### src/rtl/sdram_func_module.sv
// sdram_func_module: single-access SDRAM command sequencer for write, read (auto precharge) and auto refresh.
// All outputs are registered; a command appears on the pins the cycle after its state is decided.
module sdram_func_module #(
   parameter int TRCD = 2,
   parameter int TCL  = 3,
   parameter int TWR  = 2,
   parameter int TRP  = 2,
   parameter int TRFC = 7
) (
   input  logic        CLK,
   input  logic        RST,
   input  logic [2:0]  Func_Start_Sig,
   input  logic [21:0] Addr,
   input  logic [15:0] WrData,
   input  logic [15:0] SDRAM_DQ_In,
   output logic        Func_Done_Sig,
   output logic        AR_Done_Sig,
   output logic [15:0] RdData,
   output logic [3:0]  SDRAM_CMD,
   output logic [1:0]  SDRAM_BA,
   output logic [11:0] SDRAM_A,
   output logic [15:0] SDRAM_DQ_Out,
   output logic        SDRAM_DQ_OE
);
   localparam logic [3:0] CMD_NOP   = 4'b0111;
   localparam logic [3:0] CMD_ACT   = 4'b0011;
   localparam logic [3:0] CMD_READ  = 4'b0101;
   localparam logic [3:0] CMD_WRITE = 4'b0100;
   localparam logic [3:0] CMD_AREF  = 4'b0001;
   localparam int M_A     = TRCD > TRFC ? TRCD : TRFC;
   localparam int M_B     = (TCL + TRP) > (TWR + TRP) ? (TCL + TRP) : (TWR + TRP);
   localparam int CNT_MAX = M_A > M_B ? M_A : M_B;
   localparam int CW      = $clog2(CNT_MAX + 1);
   typedef enum logic [3:0] {IDLE, ACT, RCD_WAIT, WR, RD, RD_WAIT, WR_WAIT, AREF, RFC_WAIT, DONE, AR_DONE} state_t;
   state_t        state;
   logic [CW-1:0] cnt;
   logic          is_rd;
   logic [7:0]    col_q;
   logic [15:0]   wr_q;
   // cnt counts cycles since the last issued command; each wait exits on its final NOP cycle
   always_ff @(posedge CLK) begin
      if (RST) begin
         state         <= IDLE;
         cnt           <= '0;
         is_rd         <= 1'b0;
         col_q         <= '0;
         wr_q          <= '0;
         SDRAM_CMD     <= CMD_NOP;
         SDRAM_BA      <= '0;
         SDRAM_A       <= '0;
         SDRAM_DQ_Out  <= '0;
         SDRAM_DQ_OE   <= 1'b0;
         RdData        <= '0;
         Func_Done_Sig <= 1'b0;
         AR_Done_Sig   <= 1'b0;
      end else begin
         SDRAM_CMD     <= CMD_NOP;
         SDRAM_DQ_OE   <= 1'b0;
         Func_Done_Sig <= 1'b0;
         AR_Done_Sig   <= 1'b0;
         case (state)
            IDLE: begin
               cnt <= '0;
               if (Func_Start_Sig != 3'b000) begin
                  is_rd <= Func_Start_Sig[1];
                  col_q <= Addr[7:0];
                  wr_q  <= WrData;
               end
               if (Func_Start_Sig[2]) begin
                  state     <= AREF;
                  SDRAM_CMD <= CMD_AREF;
               end else if (Func_Start_Sig[1:0] != 2'b00) begin
                  state     <= ACT;
                  SDRAM_CMD <= CMD_ACT;
                  SDRAM_BA  <= Addr[21:20];
                  SDRAM_A   <= Addr[19:8];
               end
            end
            ACT, RCD_WAIT: begin
               if (cnt == CW'(TRCD - 1)) begin
                  state       <= is_rd ? RD : WR;
                  SDRAM_CMD   <= is_rd ? CMD_READ : CMD_WRITE;
                  SDRAM_A     <= {4'b0100, col_q};
                  SDRAM_DQ_OE <= ~is_rd;
                  cnt         <= '0;
                  if (!is_rd) SDRAM_DQ_Out <= wr_q;
               end else begin
                  state <= RCD_WAIT;
                  cnt   <= cnt + 1'b1;
               end
            end
            WR, WR_WAIT: begin
               if (cnt == CW'(TWR + TRP)) begin
                  state         <= DONE;
                  Func_Done_Sig <= 1'b1;
               end else begin
                  state <= WR_WAIT;
                  cnt   <= cnt + 1'b1;
               end
            end
            RD, RD_WAIT: begin
               if (cnt == CW'(TCL)) RdData <= SDRAM_DQ_In;
               if (cnt == CW'(TCL + TRP)) begin
                  state         <= DONE;
                  Func_Done_Sig <= 1'b1;
               end else begin
                  state <= RD_WAIT;
                  cnt   <= cnt + 1'b1;
               end
            end
            AREF, RFC_WAIT: begin
               if (cnt == CW'(TRFC - 1)) begin
                  state       <= AR_DONE;
                  AR_Done_Sig <= 1'b1;
               end else begin
                  state <= RFC_WAIT;
                  cnt   <= cnt + 1'b1;
               end
            end
            DONE, AR_DONE: state <= IDLE;
            default: state <= IDLE;
         endcase
      end
   end
endmodule

### config.mk
export PLATFORM = sky130hd
export DESIGN_NAME = sdram_func_module
export DESIGN_NICKNAME = d
export VERILOG_FILES = /design/src/rtl/sdram_func_module.sv
export SDC_FILE = /design/constraint.sdc
export NUM_CORES = 1
export LEC_CHECK = 0
export CORE_UTILIZATION = 41
export CTS_BUF_LIST = sky130_fd_sc_hd__clkbuf_16
export DETAILED_ROUTE_END_ITERATION = 8
export PLACE_DENSITY = 0.77
export SETUP_SLACK_MARGIN = 0.2
export SLEW_MARGIN = 20
export SYNTH_ARGS = -nofsm -noshare
export SYNTH_HDL_FRONTEND = slang
export SYNTH_SLANG_ARGS = --single-unit
### constraint.sdc
create_clock -name CLK -period 1.9 [get_ports CLK]
set_clock_uncertainty 0.1 [all_clocks]
set_input_delay 0.475 -clock CLK [delete_from_list [all_inputs] [get_ports CLK]]
set_output_delay 0.475 -clock CLK [all_outputs]
set_load 0.005 [all_outputs]
==> impl_metrics.ini, run 1 <==
[power]
ir_drop_v = 0.000799
leakagePower_uw = 0.00246
switching_share_pct = 36.0
power_switching_uw = 2970
p_comb_share_pct = 49.8
intPower_uw = 5280
p_per_area_nw_per_um2 = 1390
p_seq_share_pct = 28.9
pwr-share-clk_pct = 21.3

[timing]
fin_crit_ps = 2020
grt_setup_unrepaired = true
hold_viol_final = 0
setup_ws_ps = -122
final-setup-viol-count = 8
finalCritPeriodShare_pct = 106
finalMaxSlewViolations = 0
fmax_mhz = 494
fin_hold_ws_ps = 351

[yosys]
yosysSeqAreaShare_pct = 49.5
yosysTopAreaCell = dfxtp_1
avgSynthCellArea_sq_um = 8.28
ys_types = 50
netlist_top_cells_count = nand2_1 (119), dfxtp_1 (84), a21oi_1 (61)
ys_dominant_reg_cell = dfxtp_1
yosys.area.top_type_share_pct = 49.5
syn_area_sq_um = 3400
synth_edf_count = 0
synth_most_common_cell = nand2_1
synth_warnings = 0
synthTopCellsByArea = dfxtp_1 (50%), nand2_1 (13%), a21oi_1 (9.0%)
synthCells = 410
synth_seq_cells = 84
async_reset_ff_share_pct = 0
syn-num-nets = 474

[critical_path]
crit_fanout = 6
rrSetupSlack_ps = -120
cp.buffers_inverters = 2
arrival_ps = 2170
crit_path_cell_trace = or4_4 > buf_4 > nor2_4 > clkbuf_16 > nand2_1 > a21oi_1
slowest_delay_ps = 570
cp-start-kind = register
critPathKind = reg -> reg
slowest_stage = or4_4
cp_data_required_time_ps = 2040
cp_top_family = simple AND/OR/NAND/NOR gates
end_kind = register

[layout]
final_util_pct = 75.2
area_delta_synth_final_pct = 74.7
diodes = 0
fin_area_sq_um = 5930
nNetsFinal = 639
drive_gt1_share_pct = 31.6

[floorplanning]
die_width_microns = 93.0
core_area_sq_um = 7890
die_area_sq_um = 8650
fp-row-count = 32
ios = 112
initial_core_util_pct = 43.1
die_h_microns = 93.0

[routing]
drc = 0
first_iter_violations = 240
routed_wl_mm = 11.8
wire_per_inst_microns = 17.3
num_vias = 3635
ant_nets = 0
vias_per_cell = 5.33
firstDrtPassIters = 5

[placed_design]
dpl.hpwl_mm = 6.21
port_buffers = 110
place.gp.congestion = 0.905
place_area_sq_um = 4790

[worst_hold_path]
hold_class = reg -> reg

[grt]
track_usage_pct = 22.2
grt_pass1_wl_mm = 15.0
grt_overflow = 0
antenna_found_initial = 0
grt_max_degree = 61
grt_pass1_vias = 3178

[cts]
hold_buffers = 0
insertion_delay_ps = 330
clk_path_buf_depth = 2
cts-root-buf = clkbuf_16
htreeDepth = 3
cts.sinks = 84
cts_buffers = 9
cts_tree = built
path_clk_slew_ps = 70

[status]
status = complete, but fails checks
violations = negative setup slack

[run]
drv_cap = 0
## what timing repair did
item                                    CTS  global route
setup buffers                            12            26
pin swaps                                 9            35
resized for setup                        90            75
cloned                                    1             7
endpoints found under the setup margin  128            79
## worst reg2reg max path: cells and delay by family, from the launching register on
family / cells / cell delay, ps
flops: 1 / 360
simple gates: 3 / 860
compound gates: 1 / 210
buf+inv: 2 / 400
## final timing paths
kind	start	endpoint	cells past startpoint
max	state[2]	wr_q[14]	6
min	RdData[2]	RdData[2]	2
max reg2reg	state[2]	wr_q[14]	6
min reg2reg	RdData[2]	RdData[2]	2
## logic make-up (layout without fill, tap and decap cells)
kind of cell	Yosys count	in the layout	synth area share [%]
compound gates	99	100	17.8
other cells	1	1	0.110
buf+inv	38	206	5.27
fa+ha+maj	5	5	1.84
xor+xnor	1	1	0.258
mux	12	12	3.61
flops	84	84	49.5
simple gates	170	171	21.6
## routing by layer
metal | part of all wire (%) | track usage, % | vias up
met5 | 0 | 0 | -
met1 | 41 | 27.0 | 1724
li1 | - | - | 1720
met2 | 51 | 38.5 | 159
met3 | 6.0 | 3.66 | 32
met4 | 2.5 | 9.36 | 0
## cell type report
type / instances / area, sq um
repair buffers: 183 / 1810
inverters: 7 / 28.8
well taps: 102 / 128
flip-flops and latches: 84 / 1710
clock inverters: 7 / 75.1
multi-input cells: 290 / 1960
fillers: 548 / 1960
clock buffers: 9 / 225
## cell usage in the layout (no fill, tap or decap), types with 4 or more instances in the layout
master	count
nor2_1	19
nand2_4	9
nand2_2	8
clkdlybuf4s50_1	56
dfxtp_2	13
dfxtp_4	4
inv_1	4
a21oi_2	13
mux2i_1	10
buf_4	49
nand2_1	102
buf_12	7
a21oi_1	48
a22oi_2	4
a211oi_2	5
a211oi_1	5
dlygate4sd2_1	52
dfxtp_1	67
buf_6	11
clkbuf_16	14
a31oi_1	5
## through the flow
step / setup TNS, ps / std cells / total power [uW] / setup WS [ps]
after floorplan: -504 / 410 / 3850 / -85.3
after global placement: -2930 / 620 / 4870 / -79.8
after detailed placement: -6360 / 620 / 4930 / -146
after CTS: 0 / 649 / 6940 / 54.5
after global routing: -1330 / 682 / 8600 / -156
final: -273 / 682 / 8250 / -122
## flip-flops by register name, indices dropped and copies added, names as in the netlist
name           cells
RdData            16
is_rd              1
SDRAM_A           12
SDRAM_DQ_Out      16
SDRAM_CMD          3
Func_Done_Sig      1
col_q              8
SDRAM_DQ_OE        1
AR_Done_Sig        1
state              4
wr_q              16
SDRAM_BA           2
cnt                3
## power groups by stage
stage               logic, uW  registers (uW)  clock network (uW)
floorplan                1540            2310                   0
global placement         2540            2330                   0
detailed placement       2580            2350                   0
CTS                      2820            2350                1770
global route             4320            2420                1870
finish                   4110            2380                1760
Note: power is estimated with default switching activity, not from simulation.
==> inputs of run 2 (changes only) <==
--- a/config.mk
+++ b/config.mk
@@ -5,9 +5,11 @@
 export SDC_FILE = /design/constraint.sdc
 export NUM_CORES = 1
 export LEC_CHECK = 0
+export CORE_MARGIN = 2
 export CORE_UTILIZATION = 41
 export CTS_BUF_LIST = sky130_fd_sc_hd__clkbuf_16
 export DETAILED_ROUTE_END_ITERATION = 8
+export HOLD_SLACK_MARGIN = 0.08
 export PLACE_DENSITY = 0.77
 export SETUP_SLACK_MARGIN = 0.2
 export SLEW_MARGIN = 20
==> run 2 against run 1 <==
Effect of this change: the flow still finishes with violations (negative setup slack); global-route usage increased by 2.1 points; hold slack better by 0.58 ps; final cell count shrank 1.6%; flip-flop and latch count is the same; count of clock-buffer cells in the layout did not move; highest routed layer unchanged; die area up 4.3%; critical endpoint is now cnt[0]; critical path type unchanged; wire length increased by 0.52%.
==> impl_metrics.ini, run 2 (synthesis results as in run 1) <==
[routing]
drc = 0
num_vias = 3544
wire_per_inst_microns = 17.7
vias_per_cell = 5.28
firstDrtPassIters = 4
routed_wl_mm = 11.9
first_iter_violations = 205
ant_nets = 0

[placed_design]
place.gp.congestion = 0.933
port_buffers = 110
dpl.hpwl_mm = 6.27

[status]
violations = negative setup slack
status = complete, but fails checks

[floorplanning]
ios = 112
die_width_microns = 95.0
fp-row-count = 33
core_area_sq_um = 8130
die_area_sq_um = 9030
initial_core_util_pct = 41.7
die_h_microns = 95.0

[power]
leakagePower_uw = 0.00254
ir_drop_v = 0.000793
p_per_area_nw_per_um2 = 1420

[timing]
fmax_mhz = 484
finalCritPeriodShare_pct = 109
setup_ws_ps = -168
final-setup-viol-count = 6
finalMaxSlewViolations = 0
fin_hold_ws_ps = 352
grt_setup_unrepaired = true
fin_crit_ps = 2070
hold_viol_final = 0

[cts]
cts.sinks = 84
htreeDepth = 3
cts_tree = built
clk_path_buf_depth = 2
insertion_delay_ps = 330
cts_buffers = 9
path_clk_slew_ps = 60
cts-root-buf = clkbuf_16

[layout]
nNetsFinal = 625
final_util_pct = 74.1
drive_gt1_share_pct = 35.9
final_common_cell = nand2_1
area_delta_synth_final_pct = 77.6
diodes = 0
layout_common_cells = nand2_1 (79), dfxtp_1 (65), clkdlybuf4s50_1 (57), dlygate4sd2_1 (51), a21oi_1 (37)
reg_top3 = RdData x16, SDRAM_DQ_Out x16, wr_q x16
fillers = 543

[critical_path]
slowest_delay_ps = 400
slowest_stage = o211ai_1
cp.buffers_inverters = 3
end_kind = register
crit_path_cell_trace = buf_6 > buf_12 > and4b_1 > o211ai_1 > o311ai_4 > buf_4 > nand3b_1 > o21ai_1
cp-start-kind = register
cp_top_family = compound AO/OA/AOI/OAI gates
cp_data_required_time_ps = 2010
critPathKind = reg -> reg
crit_fanout = 7
path_depth = 8
arrival_ps = 2180
rr_worst_depth = 8

[worst_hold_path]
hold_class = reg -> reg
hold_depth = 2

[grt]
grt_pass1_vias = 3502
grt_max_degree = 54
grt_pass1_wl_mm = 16.7
track_usage_pct = 24.3
grt_overflow = 0
antenna_found_initial = 0

[run]
drv_cap = 0
## run 2: cell count changes in the layout (fill, tap and decap cells not counted), sizes merged
cell / delta
buf: -11
bufinv: +1
clkinvlp: -1
clkinv: +2
inv: -2
clkbuf: -3
dlygate4sd2: -1
clkdlybuf4s50: +1
## run 2: final timing paths
path	from	end	slack [ps]
min	wr_q[13]	SDRAM_DQ_Out[13]	350
max	state[0]	cnt[0]	-170
max reg2reg	state[0]	cnt[0]	-170
min reg2reg	wr_q[13]	SDRAM_DQ_Out[13]	350
## run 2: stage by stage
step | setup TNS (ps) | total power, uW | instance area [sq um] | cells | setup WS, ps
after floorplan | -504 | 3850 | 3490 | 410 | -85.3
after global placement | -3460 | 4830 | 4810 | 623 | -129
after detailed placement | -4500 | 4910 | 4810 | 623 | -167
after CTS | -3.15 | 7540 | 5550 | 661 | -3.15
after global routing | -958 | 8910 | 6030 | 671 | -200
final | -464 | 8550 | 6030 | 671 | -168
## run 2: final cells by class
class | instances | area [sq um] | share of cell area [%]
Tap cell | 105 | 131 | 2.18
Inverter | 7 | 28.8 | 0.477
Clock buffer | 9 | 225 | 3.74
Clock inverter | 7 | 97.6 | 1.62
Timing Repair Buffer | 169 | 1720 | 28.6
Sequential cell | 84 | 1710 | 28.4
Multi-Input combinational cell | 290 | 2110 | 35.0
## run 2: where the power goes
group	total, uW	internal (uW)	leakage, uW	switching, uW
Combinational	4280	2140	0.00169	2140
Sequential	2380	2130	0.000694	252
Clock	1890	1160	0.000154	730
## run 2: routing by layer
metal / track usage, % / vias to the layer above / share of wire, %
li1: - / 1691 / -
met1: 27.1 / 1706 / 38
met2: 44.3 / 124 / 53
met3: 6.70 / 23 / 6.2
met4: 8.21 / 0 / 2.1
met5: 0 / - / 0
## run 2: timing repair
item | 4_1_cts | 5_1_grt
gates cloned | 7 | 2
pin swaps | 17 | 53
endpoints found under the setup margin | 126 | 79
buffers inserted | 15 | 8
hold buffers | 0 | 0
resized for setup | 127 | 98
## run 2: worst reg2reg max path: stages, from the launching register on
cell	delay [ps]
dfxtp_4	360
buf_6	120
buf_12	130
and4b_1	210
o211ai_1	400
o311ai_4	230
buf_4	200
nand3b_1	110
o21ai_1	90
==> inputs of run 3 (changes only) <==
--- a/config.mk
+++ b/config.mk
@@ -12,7 +12,7 @@
 export HOLD_SLACK_MARGIN = 0.08
 export PLACE_DENSITY = 0.77
 export SETUP_SLACK_MARGIN = 0.2
-export SLEW_MARGIN = 20
+export SLEW_MARGIN = 5
 export SYNTH_ARGS = -nofsm -noshare
 export SYNTH_HDL_FRONTEND = slang
 export SYNTH_SLANG_ARGS = --single-unit
==> results of run 3 <==
The final DEF is identical to that of run 2; final timing and power are the same.
